[src/rtl/uart_pkg.sv]
// Shared UART definitions: FSM encodings, frame length and divider/width helpers.
package uart_pkg;

    localparam int unsigned UART_FRAME_BITS = 10;

    localparam logic [0:0] ARB_IDLE = 1'b0;
    localparam logic [0:0] ARB_LOCK = 1'b1;

    localparam logic [0:0] S_IDLE  = 1'b0;
    localparam logic [0:0] S_SHIFT = 1'b1;

    function automatic int unsigned uart_div(input int unsigned clk_hz, input int unsigned baud);
        return clk_hz / baud;
    endfunction

    // Never returns 0 so that single-value counters still get a 1-bit vector.
    function automatic int unsigned uart_clog2(input int unsigned v);
        int unsigned r;
        r = 0;
        while ((64'd1 << r) < 64'(v)) r++;
        return (r == 0) ? 1 : r;
    endfunction

endpackage

[src/rtl/uart_tx_arbiter_if.sv]
// Requester-side byte-stream bundle shared between N_REQ requesters and the TX arbiter.
interface uart_tx_arbiter_if #(
    parameter int unsigned N_REQ = 2
);
    logic [N_REQ-1:0]   req_valid;
    logic [8*N_REQ-1:0] req_data;
    logic [N_REQ-1:0]   req_last;
    logic [N_REQ-1:0]   req_ready;
    logic [N_REQ-1:0]   grant;

    modport master (output req_valid, req_data, req_last, input req_ready, grant);
    modport slave  (input req_valid, req_data, req_last, output req_ready, grant);
endinterface

[src/rtl/uart_tx_ser.sv]
// 8N1 serializer, LSB first, DIV clocks per bit; accepts the next byte in the
// final stop-bit cycle so back-to-back frames have no idle gap.
module uart_tx_ser
    import uart_pkg::*;
#(
    parameter int unsigned DIV = 4
) (
    input  logic       clk,
    input  logic       rst,
    input  logic       s_valid,
    input  logic [7:0] s_data,
    output logic       s_ready,
    output logic       busy,
    output logic       tx
);
    localparam int unsigned BW = uart_clog2(DIV);
    localparam int unsigned CW = uart_clog2(UART_FRAME_BITS);

    logic [0:0]    state;
    logic [BW-1:0] baud_cnt;
    logic [CW-1:0] bit_cnt;
    logic [9:0]    shreg;
    logic          bit_end;
    logic          frame_end;

    assign bit_end   = (baud_cnt == BW'(DIV - 1));
    assign frame_end = bit_end && (bit_cnt == CW'(UART_FRAME_BITS - 1));
    assign s_ready   = (state == S_IDLE) || frame_end;
    assign busy      = (state == S_SHIFT);
    assign tx        = (state == S_SHIFT) ? shreg[0] : 1'b1;

    always_ff @(posedge clk) begin
        if (rst) begin
            state    <= S_IDLE;
            baud_cnt <= '0;
            bit_cnt  <= '0;
            shreg    <= '1;
        end else if (s_valid && s_ready) begin
            state    <= S_SHIFT;
            shreg    <= {1'b1, s_data, 1'b0};
            baud_cnt <= '0;
            bit_cnt  <= '0;
        end else if (state == S_SHIFT) begin
            if (bit_end) begin
                baud_cnt <= '0;
                if (frame_end) begin
                    bit_cnt <= '0;
                    state   <= S_IDLE;
                end else begin
                    bit_cnt <= bit_cnt + CW'(1);
                    shreg   <= {1'b1, shreg[9:1]};
                end
            end else begin
                baud_cnt <= baud_cnt + BW'(1);
            end
        end
    end

endmodule

[src/rtl/uart_tx_arbiter.sv]
// Round-robin, packet-locked arbiter sharing one UART TX pin among N_REQ requesters.
// Optional stalled-lock timeout enabled by defining UART_ARB_TIMEOUT_EN.
module uart_tx_arbiter
    import uart_pkg::*;
#(
    parameter int unsigned N_REQ       = 2,
    parameter int unsigned CLK_HZ      = 16000000,
    parameter int unsigned BAUD        = 115200,
    parameter int unsigned TIMEOUT_CYC = 4096
) (
    input  logic             clk,
    input  logic             rst,
    uart_tx_arbiter_if.slave req,
    output logic             busy,
    output logic             uart_tx
);
    localparam int unsigned DIV = uart_div(CLK_HZ, BAUD);
    localparam int unsigned PW  = uart_clog2(N_REQ);

    if (N_REQ < 1 || N_REQ > 8) begin : g_bad_nreq
        $error("uart_tx_arbiter: N_REQ must be 1..8");
    end
    if (DIV < 2) begin : g_bad_div
        $error("uart_tx_arbiter: CLK_HZ/BAUD must be >= 2");
    end
    if (TIMEOUT_CYC < 1) begin : g_bad_timeout
        $error("uart_tx_arbiter: TIMEOUT_CYC must be >= 1");
    end

    logic [0:0]       state;
    logic [N_REQ-1:0] grant;
    logic [PW-1:0]    rr_ptr;
    logic [PW-1:0]    owner;
    logic [PW-1:0]    next_ptr;
    logic [N_REQ-1:0] pick_oh;
    logic             pick_found;
    logic             owner_valid;
    logic             owner_last;
    logic [7:0]       s_data;
    logic             s_valid;
    logic             s_ready;
    logic             accept;
    logic             timeout_hit;

    assign req.grant     = grant;
    assign req.req_ready = grant & {N_REQ{s_ready}};

    always_comb begin
        owner  = '0;
        s_data = '0;
        for (int unsigned i = 0; i < N_REQ; i++) begin
            if (grant[i]) begin
                owner  = PW'(i);
                s_data = req.req_data[8*i +: 8];
            end
        end
    end

    assign owner_valid = |(grant & req.req_valid);
    assign owner_last  = |(grant & req.req_last);
    assign s_valid     = owner_valid;
    assign accept      = s_valid && s_ready;
    assign next_ptr    = (owner == PW'(N_REQ - 1)) ? '0 : owner + PW'(1);

    // First valid requester at or after rr_ptr, wrapping modulo N_REQ.
    always_comb begin
        int unsigned idx;
        idx        = 0;
        pick_oh    = '0;
        pick_found = 1'b0;
        for (int unsigned off = 0; off < N_REQ; off++) begin
            idx = (int'(rr_ptr) + off) % N_REQ;
            if (!pick_found && req.req_valid[PW'(idx)]) begin
                pick_found          = 1'b1;
                pick_oh[PW'(idx)]   = 1'b1;
            end
        end
    end

`ifdef UART_ARB_TIMEOUT_EN
    localparam int unsigned TW = uart_clog2(TIMEOUT_CYC);
    logic [TW-1:0] to_cnt;

    assign timeout_hit = (state == ARB_LOCK) && !owner_valid && (to_cnt == TW'(TIMEOUT_CYC - 1));

    always_ff @(posedge clk) begin
        if (rst || state != ARB_LOCK || owner_valid || timeout_hit)
            to_cnt <= '0;
        else
            to_cnt <= to_cnt + TW'(1);
    end
`else
    assign timeout_hit = 1'b0;
`endif

    always_ff @(posedge clk) begin
        if (rst) begin
            state  <= ARB_IDLE;
            grant  <= '0;
            rr_ptr <= '0;
        end else begin
            case (state)
                ARB_IDLE: begin
                    if (pick_found) begin
                        grant <= pick_oh;
                        state <= ARB_LOCK;
                    end
                end
                ARB_LOCK: begin
                    if ((accept && owner_last) || timeout_hit) begin
                        grant  <= '0;
                        rr_ptr <= next_ptr;
                        state  <= ARB_IDLE;
                    end
                end
                default: begin
                    grant <= '0;
                    state <= ARB_IDLE;
                end
            endcase
        end
    end

    uart_tx_ser #(
        .DIV(DIV)
    ) u_ser (
        .clk     (clk),
        .rst     (rst),
        .s_valid (s_valid),
        .s_data  (s_data),
        .s_ready (s_ready),
        .busy    (busy),
        .tx      (uart_tx)
    );

endmodule

[src/flat_wrapper.sv]
// flat-port wrapper written by rule: the top's interface ports become plain ports
module uart_tx_arbiter_flat import uart_pkg::*;
#(
    parameter int unsigned N_REQ       = 2,
    parameter int unsigned CLK_HZ      = 16000000,
    parameter int unsigned BAUD        = 115200,
    parameter int unsigned TIMEOUT_CYC = 4096
)
  (clk, rst, busy, uart_tx, req_req_valid, req_req_data, req_req_last, req_req_ready, req_grant);
  uart_tx_arbiter_if #(.N_REQ(N_REQ)) req_i ();
  input  logic clk;
  input  logic rst;
  output logic busy;
  output logic uart_tx;
  input wire logic [$bits(req_i.req_valid)-1:0] req_req_valid;
  input wire logic [$bits(req_i.req_data)-1:0] req_req_data;
  input wire logic [$bits(req_i.req_last)-1:0] req_req_last;
  output wire logic [$bits(req_i.req_ready)-1:0] req_req_ready;
  output wire logic [$bits(req_i.grant)-1:0] req_grant;
  assign req_i.req_valid = req_req_valid;
  assign req_i.req_data = req_req_data;
  assign req_i.req_last = req_req_last;
  assign req_req_ready = req_i.req_ready;
  assign req_grant = req_i.grant;
  uart_tx_arbiter #(.N_REQ(N_REQ), .CLK_HZ(CLK_HZ), .BAUD(BAUD), .TIMEOUT_CYC(TIMEOUT_CYC)) u_core (.clk(clk), .rst(rst), .req(req_i), .busy(busy), .uart_tx(uart_tx));
endmodule
[config.mk]
export PLATFORM = sky130hd
export DESIGN_NAME = uart_tx_arbiter_flat
export DESIGN_NICKNAME = d
export VERILOG_FILES = /design/src/rtl/uart_pkg.sv /design/src/rtl/uart_tx_arbiter_if.sv /design/src/rtl/uart_tx_ser.sv /design/src/rtl/uart_tx_arbiter.sv /design/src/flat_wrapper.sv
export SDC_FILE = /design/constraint.sdc
export NUM_CORES = 1
export LEC_CHECK = 0
export ABC_CLOCK_PERIOD_IN_PS = 2750
export CAP_MARGIN = 0
export CORE_UTILIZATION = 51
export CTS_CLUSTER_DIAMETER = 120
export DETAILED_ROUTE_END_ITERATION = 8
export GPL_TIMING_DRIVEN = 0
export PLACE_DENSITY = 0.75
export RECOVER_POWER = 25
export SETUP_SLACK_MARGIN = 0.2
export SYNTH_ARGS = -nofsm -noshare
export SYNTH_HDL_FRONTEND = slang
export SYNTH_HIERARCHICAL = 1
export SYNTH_SLANG_ARGS = --single-unit
[constraint.sdc]
create_clock -name clk -period 2.75 [get_ports clk]
set_clock_uncertainty 0.2 [all_clocks]
set_input_delay 0.275 -clock clk [delete_from_list [all_inputs] [get_ports clk]]
set_output_delay 0.275 -clock clk [all_outputs]
set_load 0.01 [all_outputs]
* Yosys cells after proc, flatten, opt, wreduce, memory -nomap -nowiden
Index checks and enable logic that the tools add are counted.
** Word-level totals
- Logic and storage cells :: 76
- Flip-flop bits (word level) :: 26
- Memories :: 0
- Latch bits :: 0
- Output and inout bits :: 6
- Memory bits (read-only) :: 0
- Bits in writable memories :: 0
- Input bits :: 22
** Cells by class
- $lt $le $gt $ge :: 4
- $mul :: 0
- Eq/ne operators :: 5
- Shifts and indexed selects :: 0
- Div/mod/pow operators :: 0
- $add $sub $neg :: 4
- Bitwise logic cells :: 6
- Reductions and logical operators :: 17
- Muxes and demuxes :: 33
** Operator list (count)
- $mux W9 :: 4
- $mux W8 :: 3
- $mux W1 :: 17
- $add A8 B1 Y8 const B :: 1
- $eq A8 B8 Y1 const B :: 1
- $mux W2 :: 4
- $and A2 B2 Y2 :: 3
- $logic_and A1 B1 Y1 :: 6
- $reduce_and A2 Y1 :: 3
- $reduce_or A2 Y1 :: 3
- $add A4 B1 Y4 const B :: 1
- $eq A4 B4 Y1 const B :: 1
- $lt A1 B2 Y1 const B :: 2
- $mux W4 :: 1
- $ne A2 B1 Y1 const B :: 2
- $pmux W2 S2 :: 1
- $reduce_bool A2 Y1 :: 2
- $reduce_and A3 Y1 :: 1
- $add A1 B1 Y1 const B :: 2
- $demux W1 S1 :: 2
- $ge A1 B1 Y1 const B :: 2
- $ne A2 B2 Y1 const B :: 1
- $not A1 Y1 :: 2
- $or A2 B2 Y2 :: 1
- other kinds (3) :: 3

* Logic depth before layout (Yosys ltp)
- Depth in word-level cells :: 9
- Depth in mapped cells :: 9
- Gate-level depth less buffers :: 9

* Cells and area by module
Netlist, hierarchy kept.
** By module, submodules not included
- uart_tx_ser :: area an instance 1156.1 µm², cells each 128, times used 1, seq. area each 440.4 µm²
- uart_tx_arbiter :: area an instance 364.1 µm², cells each 46, times used 1, seq. area each 80.1 µm²

* Least setup slack after synthesis
Ideal clock, no wire load.
- Path type :: reg-to-reg
- Start :: reg u_core.grant[1] (netlist: u_core/req.grant[1])
- End :: reg u_core.u_ser.bit_cnt[1]
- Path buffers :: 2
- Data arrival time :: 1718 ps
- Stages on the path, launching flop included :: 8
- Setup slack :: 699 ps
- Setup time :: 132 ps
- Clock period less this slack :: 2051 ps
- Data required time :: 2418 ps
- Cells stage by stage :: dfxtp_1 -> clkbuf_1 -> a22o_2 -> clkbuf_1 -> nor2b_1 -> nor2_1 -> nand2_1 -> o32ai_1
** On the way
- Word-level cells in the longest chain between the ends :: 4
** Ends and longest elaborated chain
- from (decl) :: line uart_tx_arbiter.sv:31 : logic [N_REQ-1:0] grant;
- from (signal assigned) :: line uart_tx_arbiter.sv:105 : grant <= pick_oh;
- $and A2 B2 Y2 :: line uart_tx_arbiter.sv:59 : assign owner_valid = |(grant & req.req_valid);
- $reduce_or A2 Y1 :: line uart_tx_arbiter.sv:59
- named net u_core.owner_valid :: line uart_tx_arbiter.sv:37 : logic owner_valid;
- $logic_and A1 B1 Y1 :: line uart_tx_ser.sv:38 : end else if (s_valid && s_ready) begin
- $reduce_or A2 Y1 (no source line)
- to (signal assigned) :: line uart_tx_ser.sv:50 : bit_cnt <= bit_cnt + CW'(1);
- to (decl) :: line uart_tx_ser.sv:21 : logic [CW-1:0] bit_cnt;
The timed path passes the listed nets, and every way through them passes these cells.
A chain may end at the register's enable or synchronous reset.

* Worst setup path in the final report
- Start :: reg u_core.u_ser.baud_cnt[1]
- End :: out req_req_ready[0]
** On the way
- Word-level cells in the longest chain between the ends :: 4
** Ends and longest elaborated chain
- from (decl) :: line uart_tx_ser.sv:20 : logic [BW-1:0] baud_cnt;
- from (signal assigned) :: line uart_tx_ser.sv:54 : baud_cnt <= baud_cnt + BW'(1);
- $eq A8 B8 Y1 :: line uart_tx_ser.sv:26 : assign bit_end = (baud_cnt == BW'(DIV - 1));
- $logic_and A1 B1 Y1 :: line uart_tx_ser.sv:27 : assign frame_end = bit_end && (bit_cnt == CW'(UART_FRAME_BITS - 1));
- $logic_or A1 B1 Y1 :: line uart_tx_ser.sv:28 : assign s_ready = (state == S_IDLE) || frame_end;
- named net u_core.s_ready :: line uart_tx_arbiter.sv:41 : logic s_ready;
- $and A2 B2 Y2 :: line uart_tx_arbiter.sv:46 : assign req.req_ready = grant & {N_REQ{s_ready}};
- to (decl) :: line flat_wrapper.sv:18 : output wire logic [$bits(req_i.req_ready)-1:0] req_req_ready;
The timed path passes the listed nets, and every way through them passes these cells.

==> summary by stage <==
Critical path
The slowest library cell on the worst path is sky130_fd_sc_hd__dfxtp_1. Walking the worst path, the cells encountered are inv_1 > ha_1 > and4bb_2 > nand2_1 > o21ai_4 > buf_4 > and2_1 > clkdlybuf4s15_1. The type of the worst setup path is register to output port. The required time reported for the critical path endpoint is around 2.3 ns. The worst setup path is captured at an output port. Of all nets on the critical path, the largest fanout is 6. The category of the worst setup path launch point is a register. The arrival time of the worst setup path is 1.99 ns.

For this run, the slowest stage of the critical path takes between 0.4 and 0.5 ns.

Clock tree
The total clock buffers created by CTS is 3. After clock tree synthesis, the clock-pin slew on the worst setup and hold paths is 0.16 ns. For this design, the sink count on the clock tree is 26. In this run the number of H-tree levels came out at 1. Hold repair after CTS inserted 0 buffers. The insertion delay to the later sink of the worst-skew pair is 0.32 ns. The cell sitting at the root of the clock tree is a sky130_fd_sc_hd__clkbuf_4. The clock passes through at most 2 buffers. TritonCTS built the clock tree.

GRT
For this run, global-route usage on met3 was measured as 0.0392. The met2 usage in global routing is 0.378. The total overflow reported by the global router is 0. The global router's overall resource usage is 0.222.

The via count of the first global-routing pass is 1317. Entering global routing, the biggest net connects 16 pins. The global-route wire length before repair is 5700 um. The global routing usage on met1 is 0.286.

In this run the most used layer during global routing was met2. The initial antenna violation count came to 0.

Power
The peak ir drop on the vdd network is just under 0.3 mV. The total leakage power is ~0.75 nW. For this design the ratio of total power to cell area is 444 nW/um2.

Place
Once placement completed, the tool counted placed cells totaling 232. The weighted congestion reported at the end of routability-driven placement is 0.828. Timing analysis after detailed placement gives a worst setup slack of 0.110 ns. The quantity of I/O buffers inserted on ports is 27. Summed over all nets, the half-perimeter wirelength after detailed placement is 2540 um.

Drt
After detailed routing, the average wire length per cell comes to about 15 um. The number of antenna-violating nets in the routed design is 0. The first-iteration detailed-routing DRC count is 67. In the routed layout, each cell is associated on average with a via count of 6.07. For this run, design rule violations remaining after detail routing come to 0. The number of iterations in the first detailed-routing pass is 4. The total via count in the routed design is 1464. The total wirelength of the detailed-routed design is 3700 um.

Finish
The fill cell total of the finished layout is 236. In the final layout, the share of cells above drive strength 1 is 0.124. Compared with the post-synthesis result, the final layout area differs by 26.5%. The library cells used most frequently in the layout, excluding fill and tap cells, are sky130_fd_sc_hd__clkdlybuf4s50_1 (24), sky130_fd_sc_hd__dfxtp_1 (24), sky130_fd_sc_hd__nor2_1 (19).

The finished layout holds approximately 240 standard cells, fillers aside. The net count of the finished layout is 237. 0 antenna diodes ended up in the layout. The final standard cell utilization of the core is 0.691.

Floorplanning
The horizontal die dimension is 56.6 um. The height of the die is 56.6 um. For this configuration, the core starts out at a cell density of 0.547. The top-level I/O count is 28.

The die covers between 3000 and 4000 um2. The core area is 2780 um2. The row count is 19.

Timing
Setup repair after global routing left no endpoint under its margin. Setup slack closes at 0.288 ns. The transition time at the pin with the least slew margin is 0.729 ns. The achievable frequency is 0.406 GHz. The final cycle utilization of the critical path is 0.895.

The number of max-slew violations in the final report is 0. The total of endpoints with negative setup slack in the final report is 0. The number of hold-slack violations in the final timing report is 0. After layout, the minimum clock period comes to between 2 and 2.5 ns. The final-layout setup total negative slack is 0 ns. In this run the tightest slew margin relative to its limit is 0.512.

Synthesis
Each instance of the synthesized netlist takes up on average roughly 8.7 um2. The number of instances in the synthesized netlist is 174. Yosys mapped a number of flops with a built-in enable equal to 0.

The sequential fraction of the synthesis area is 0.342. The post-synthesis instance area is 1520 um2. The dominant register cell in the synthesized netlist is sky130_fd_sc_hd__dfxtp_1.

The number of nets in the synthesized netlist is 200. After synthesis, the netlist uses 48 different library cells. The flip-flop and latch count after synthesis is 26. The count of yosys warnings during synthesis is 6. The share of synthesized flip-flops with an asynchronous set or reset is 0.

Outcome
The run finished with clean final reports.

Min path
The min-delay analysis places its worst path in the category register to register.

Run
The number of max-cap violations is 0.
-- synthesized netlist by cell type, types with 5 or more instances --
cell type / instances / share of area
sky130_fd_sc_hd__dfxtp_1: 26 / 0.34
sky130_fd_sc_hd__nor2_1: 19 / 0.047
sky130_fd_sc_hd__nand3_1: 10 / 0.033
sky130_fd_sc_hd__a22o_1: 9 / 0.052
sky130_fd_sc_hd__nand2_1: 9 / 0.022
sky130_fd_sc_hd__nand2b_1: 7 / 0.029
sky130_fd_sc_hd__o21bai_1: 7 / 0.035
sky130_fd_sc_hd__a211o_1: 6 / 0.035
sky130_fd_sc_hd__o221ai_1: 6 / 0.035
sky130_fd_sc_hd__xor2_1: 6 / 0.035
sky130_fd_sc_hd__clkbuf_1: 5 / 0.012
sky130_fd_sc_hd__inv_1: 5 / 0.012
sky130_fd_sc_hd__nand4_1: 5 / 0.021
-- repair_timing --
item / 4_1_cts / 5_1_grt
setup buffers: 4 / 2
pin swaps: 1 / 0
setup endpoints to repair: 2 / 17
gates resized for setup: 8 / 4
-- metal layers --
layer  vias to the layer above  part of all wire
li1                        729                 -
met1                       692              0.45
met2                        39              0.49
met5                         -                 0
met4                         0            0.0092
met3                         4             0.048
-- path summary, 6_finish.rpt --
| kind | to | cells past startpoint | startpoint | slack (ns) |
|---|---|---|---|---|
| setup reg to reg | u_core/u_ser/shreg[5] | 6 | u_core/req.grant[1] | 0.43 |
| hold / removal | u_core/u_ser/shreg[1] | 2 | u_core/u_ser/shreg[1] | 0.28 |
| hold reg to reg | u_core/u_ser/shreg[1] | 2 | u_core/u_ser/shreg[1] | 0.28 |
| setup / recovery | req_req_ready[0] | 8 | u_core/u_ser/baud_cnt[1] | 0.29 |
-- final cells by class --
cell class | instances | area, um2 | share of cell area
well taps | 31 | 38.8 | 0.0202
plain buffers | 9 | 43.8 | 0.0228
repair buffers | 33 | 310 | 0.161
clock buffers | 3 | 22.5 | 0.0117
flip-flops and latches | 26 | 526 | 0.273
multi-input cells | 133 | 933 | 0.485
inverters | 5 | 18.8 | 0.00976
clock inverters | 1 | 30.0 | 0.0156
-- report_power, final --
part	switching (mW)	internal, mW	leakage (nW)
logic	0.0792	0.0885	0.508
clock network	0.119	0.147	0.0279
registers	0.0227	0.398	0.213
-- metrics by stage --
| stage | total power, mW | hold slack, ns | instance area, um2 |
|---|---|---|---|
| finish | 0.854 | 0.283 | 1920 |
| global route | 0.887 | 0.316 | 1920 |
| detailed placement | 0.590 | 0.264 | 1830 |
| global placement | 0.586 | 0.265 | 1830 |
| floorplan | 0.519 | 0.143 | 1520 |
| CTS | 0.856 | 0.282 | 1930 |
-- flip-flops by register name, summed over array words and instances, names as in the netlist --
| signal | cells |
|---|---|
| u_core/u_ser/busy | 1 |
| u_core/req.grant | 2 |
| u_core/u_ser/bit_cnt | 4 |
| u_core/rr_ptr | 1 |
| u_core/u_ser/shreg | 9 |
| u_core/u_ser/baud_cnt | 8 |
| u_core/state | 1 |
-- worst max-delay path: cells and delay by family (launching register included) --
kind	cells	cell delay [ns]
and+or+nand+nor	3	0.51
DFF	1	0.44
buffers and inverters	3	0.44
adders and majority gates	1	0.18
AOI/OAI and AO/OA	1	0.08
-- cell families (layout without fill, tap and decap cells) --
| family | after synthesis | after routing | share of synthesized area |
|---|---|---|---|
| muxes | 2 | 2 | 0.0132 |
| AOI/OAI and AO/OA | 51 | 51 | 0.282 |
| xor gates and xnor gates | 7 | 7 | 0.0403 |
| adders and majority gates | 4 | 4 | 0.0329 |
| DFF | 26 | 26 | 0.342 |
| buffers and inverters | 15 | 51 | 0.0428 |
| and+or+nand+nor | 69 | 69 | 0.246 |
(Power assumes the default switching activity.)
